==> config.mk <==
export PLATFORM = sky130hd
export DESIGN_NAME = door_access_ctrl
export DESIGN_NICKNAME = d
export VERILOG_FILES = /design/src/rtl/door_access_ctrl.sv
export SDC_FILE = /design/constraint.sdc
export NUM_CORES = 1
export LEC_CHECK = 0
export BUFFER_PORTS_ARGS = -buffer_cell sky130_fd_sc_hd__buf_2
export CAP_MARGIN = 20
export CORE_MARGIN = 2
export CORE_UTILIZATION = 52
export DETAILED_ROUTE_END_ITERATION = 16
export GPL_ROUTABILITY_DRIVEN = 0
export PLACE_DENSITY = 0.74
export RECOVER_POWER = 25
export SKIP_LAST_GASP = 1
export SLEW_MARGIN = 20
export SYNTH_ARGS = -nofsm -noshare
export SYNTH_HDL_FRONTEND = slang
export SYNTH_SLANG_ARGS = --single-unit
==> constraint.sdc <==
create_clock -name clk -period 2.8 [get_ports clk]
set_input_delay 0.42 -clock clk [delete_from_list [all_inputs] [get_ports clk]]
set_output_delay 0.42 -clock clk [all_outputs]
set_load 0.02 [all_outputs]
==> src/rtl/door_access_ctrl.sv <==
// Keypad code entry, password compare, unlock/keyEnable pulse generation and
// failed-attempt lockout for the door lock.
module door_access_ctrl #(
  parameter int DIGITS         = 8,
  parameter int UNLOCK_CYCLES  = 16,
  parameter int KEY_WINDOW     = 4,
  parameter int MAX_FAIL       = 3,
  parameter int LOCKOUT_CYCLES = 64,
  parameter int ENTRY_TIMEOUT  = 32
) (
  input  logic                  clk,
  input  logic                  reset,
  input  logic                  keyValid,
  input  logic [3:0]            keyDigit,
  input  logic                  keyClear,
  input  logic [4*DIGITS-1:0]   storedPass,
  output logic                  unlockDoor,
  output logic                  keyEnable,
  output logic                  alarm,
  output logic [1:0]            failCount
);

  localparam int PW   = 4*DIGITS;
  localparam int DCW  = $clog2(DIGITS+1);
  localparam int CMAX = (UNLOCK_CYCLES > LOCKOUT_CYCLES) ?
                        ((UNLOCK_CYCLES > ENTRY_TIMEOUT) ? UNLOCK_CYCLES : ENTRY_TIMEOUT) :
                        ((LOCKOUT_CYCLES > ENTRY_TIMEOUT) ? LOCKOUT_CYCLES : ENTRY_TIMEOUT);
  localparam int CW   = $clog2(CMAX+1);

  typedef enum logic [2:0] {IDLE, ENTRY, CHECK, UNLOCK, FAIL, LOCKOUT} state_t;

  state_t          state, state_n;
  logic [PW-1:0]   entry, entry_n;
  logic [DCW-1:0]  dcnt, dcnt_n;
  logic [CW-1:0]   cnt, cnt_n;    // entry idle timer / unlock / lockout timer
  logic [1:0]      fail_n;

  always_ff @(posedge clk or posedge reset) begin
    if (reset) begin
      state      <= IDLE;
      entry      <= '0;
      dcnt       <= '0;
      cnt        <= '0;
      failCount  <= '0;
      unlockDoor <= 1'b0;
      keyEnable  <= 1'b0;
      alarm      <= 1'b0;
    end else begin
      state      <= state_n;
      entry      <= entry_n;
      dcnt       <= dcnt_n;
      cnt        <= cnt_n;
      failCount  <= fail_n;
      unlockDoor <= (state_n == UNLOCK);
      // cnt counts UNLOCK cycles from 0, so the window opens on the second one
      keyEnable  <= (state == UNLOCK) && (cnt < CW'(KEY_WINDOW));
      alarm      <= (state_n == LOCKOUT);
    end
  end

  always_comb begin
    state_n = state;
    entry_n = entry;
    dcnt_n  = dcnt;
    cnt_n   = cnt;
    fail_n  = failCount;
    case (state)
      IDLE: begin
        if (keyValid) begin
          entry_n = {entry[PW-5:0], keyDigit};
          dcnt_n  = DCW'(1);
          cnt_n   = '0;
          state_n = (DCW'(DIGITS) == DCW'(1)) ? CHECK : ENTRY;
        end
      end
      ENTRY: begin
        if (keyClear || (!keyValid && cnt == CW'(ENTRY_TIMEOUT-1))) begin
          entry_n = '0;
          dcnt_n  = '0;
          cnt_n   = '0;
          state_n = IDLE;
        end else if (keyValid) begin
          entry_n = {entry[PW-5:0], keyDigit};
          dcnt_n  = dcnt + DCW'(1);
          cnt_n   = '0;
          if (dcnt + DCW'(1) == DCW'(DIGITS)) state_n = CHECK;
        end else begin
          cnt_n = cnt + CW'(1);
        end
      end
      CHECK: begin
        cnt_n  = '0;
        dcnt_n = '0;
        if (entry == storedPass) begin
          fail_n  = '0;
          state_n = UNLOCK;
        end else begin
          fail_n  = failCount + 2'd1;
          state_n = (fail_n == 2'(MAX_FAIL)) ? LOCKOUT : FAIL;
        end
      end
      FAIL: begin
        entry_n = '0;
        state_n = IDLE;
      end
      UNLOCK: begin
        if (cnt == CW'(UNLOCK_CYCLES-1)) begin
          entry_n = '0;
          cnt_n   = '0;
          state_n = IDLE;
        end else begin
          cnt_n = cnt + CW'(1);
        end
      end
      LOCKOUT: begin
        if (cnt == CW'(LOCKOUT_CYCLES-1)) begin
          entry_n = '0;
          cnt_n   = '0;
          fail_n  = '0;
          state_n = IDLE;
        end else begin
          cnt_n = cnt + CW'(1);
        end
      end
      default: state_n = IDLE;
    endcase
  end

endmodule

==> run metrics <==
fillcell total=438; Worst R2R Setup Slack=0.20 ns; Synth area leaders=dfrtp_1 (45%), mux2i_1 (11%), xnor2_1 (9.9%), nor2_1 (5.4%), buf_6 (2.8%); sequential area share after synthesis=0.450; clock root cell=clkbuf_8; largest net degree at the start of global routing=33; max cap viols=0; final hold viol count=0; CP Class=reg2reg; hpwl dp=4350 um; Register-to-Register Path Depth=6; Core Region=5170 um2; Max Slew Vio Count=0; Final nets=355; Post-synth EDFFs=0; Initial Util=0.549; Syn Inst Count=268; pwr dens=568 nW/um2; type of the most critical hold path=in2async; Worst Setup SP=cnt[0]$_DFFE_PP0P_; Vias/cell=5.45; GRT Util Overall=0.207; Post-Route Skew=0.00789 ns; Leakage=1.56 nW; Area growth syn-to-layout=12.9%; total grt overflow=0; IO buf count=44; Final min period=2.60 ns; # rows=26; drt first pass iters=5; Yosys top cell area share=0.450; endpoints failing setup=0; Finished Core Util=0.620; synth unique cells=44; 1st-iter DRT viols=119; Die X=77.9 um; ys async rst share=1.00; fraction of layout cells with a size suffix above 1=0.224; r2r endpoint=entry[24]$_DFFE_PP0P_; crit path max fanout=32; worst skew pair latency=0.30 ns; slew of the pin with the lowest slew margin=0.970 ns; die span in y=77.9 um; Setup Buffers After CTS=0; Worst Path Required=2.98 ns; vias in the first global route=2062; n_diodes=0; wire per inst=15.6 um; Synth Cell Area=2840 um2; initial antenna violation count=0; CP arrival=2.78 ns; CTS H-tree depth=2; first-pass GRT wire length=10000 um; Post-Place Setup Slack=0.237 ns; Worst Setup End Kind=register; final setup margin=0.198 ns; final wirelength=5960 um; CTS Hold Bufs=0; Design Area, Final=3210 um2; RSZ-0062 raised after global routing=false; post-CTS resize count=0; Worst R2R Start=cnt[0]$_DFFE_PP0P_; Synth Warn #=0; syn_area_per_cell=10.6 um2; register bit count reported by yosys=51; via count=2087; Max Fclk=0.384 GHz; count leader, synth=dfrtp_1; Yosys top cell by area=dfrtp_1; CTS Sinks=51; CTS buffer count=5; number of remaining DRC errors=0; placed instance area=3080 um2; total negative setup slack=0 ns; relative max-transition margin=0.353; Post-synth top cells=dfrtp_1 (51), nor2_1 (41), mux2i_1 (32), xnor2_1 (32), o21ai_0 (11); die area=6070 um2; Max VDD drop=0.254 mV; Longest Clk Path Bufs=2; outcome=completed; Worst-path clk slew=0.09 ns; Final ANT Viol Nets=0; I/O pins=45; Final period util=0.929; Top FF cell, synth=dfrtp_1; syn_nets=311; startpoint types=register; CTS tree=built
[sequential cells by signal (all words and copies together) (netlist names)]
signal / flops
unlockDoor: 1
keyEnable: 1
alarm: 1
failCount: 2
cnt: 7
dcnt: 4
state: 3
entry: 32
[power by group]
group / internal [mW] / leakage [nW] / switching (mW) / total (mW)
clock: 0.357 / 0.0654 / 0.233 / 0.590
sequential: 0.815 / 0.684 / 0.0899 / 0.905
combinational: 0.160 / 0.811 / 0.166 / 0.326
total: 1.33 / 1.56 / 0.490 / 1.82
[worst max-delay path, cell delays in order, from the launching register on]
cell and delay, ns:
dfrtp_1 0.42, ha_1 0.24, nand4b_2 0.21, o211ai_2 0.29
and4_2 0.93, mux2i_1 0.31, nor2_2 0.05
[cell families (layout without fill, tap and decap cells)]
logic type,after synthesis,after routing,share of synthesized area
and+or+nand+nor,87,87,0.151
DFF,51,51,0.450
AOI/OAI and AO/OA,45,45,0.128
xor gates and xnor gates,33,33,0.102
muxes,32,32,0.113
buffers and inverters,17,62,0.0432
adders and majority gates,3,3,0.0132
[metal layers]
| metal | track usage | vias up | routed length [um] |
|---|---|---|---|
| met5 | 0 | - | 0 |
| met4 | 0.0491 | 0 | 41 |
| met3 | 0.0430 | 4 | 254 |
| met2 | 0.321 | 52 | 2780 |
| met1 | 0.301 | 995 | 2890 |
| li1 | - | 1036 | - |
[cell type report]
class                   count  area [um2]  share of cell area
repair buffers             48         246              0.0769
multi-input cells         200        1440               0.449
inverters                   6        22.5             0.00703
flip-flops and latches     51        1280               0.398
clock buffers               6        72.6              0.0226
well taps                  70        87.6              0.0273
clock inverters             2        60.1              0.0187
[stage by stage]
stage	cells	total power [mW]	hold WS [ns]
floorplan	268	1.15	0.479
global placement	375	1.23	0.484
detailed placement	375	1.25	0.493
CTS	383	1.84	0.161
global route	383	1.92	0.374
finish	383	1.82	0.309
[cells in the final DEF, fill, tap and decap left out, drive strengths merged, types with 5 or more instances in the layout]
master,n
a21oi,6
a31oi,5
buf,47
clkbuf,7
dfrtp,51
inv,6
mux2i,32
nand2,10
nand4,9
nor2,45
o21ai,11
xnor2,32
[worst max path at each step]
| stage | end | cells past startpoint |
|---|---|---|
| floorplan | entry[0]$_DFFE_PP0P_ | 8 |
| global placement | entry[0]$_DFFE_PP0P_ | 6 |
| detailed placement | entry[26]$_DFFE_PP0P_ | 6 |
| CTS | entry[24]$_DFFE_PP0P_ | 6 |
| global route | entry[24]$_DFFE_PP0P_ | 6 |
| finish | entry[24]$_DFFE_PP0P_ | 6 |
Power figures use the tool's default switching activity.
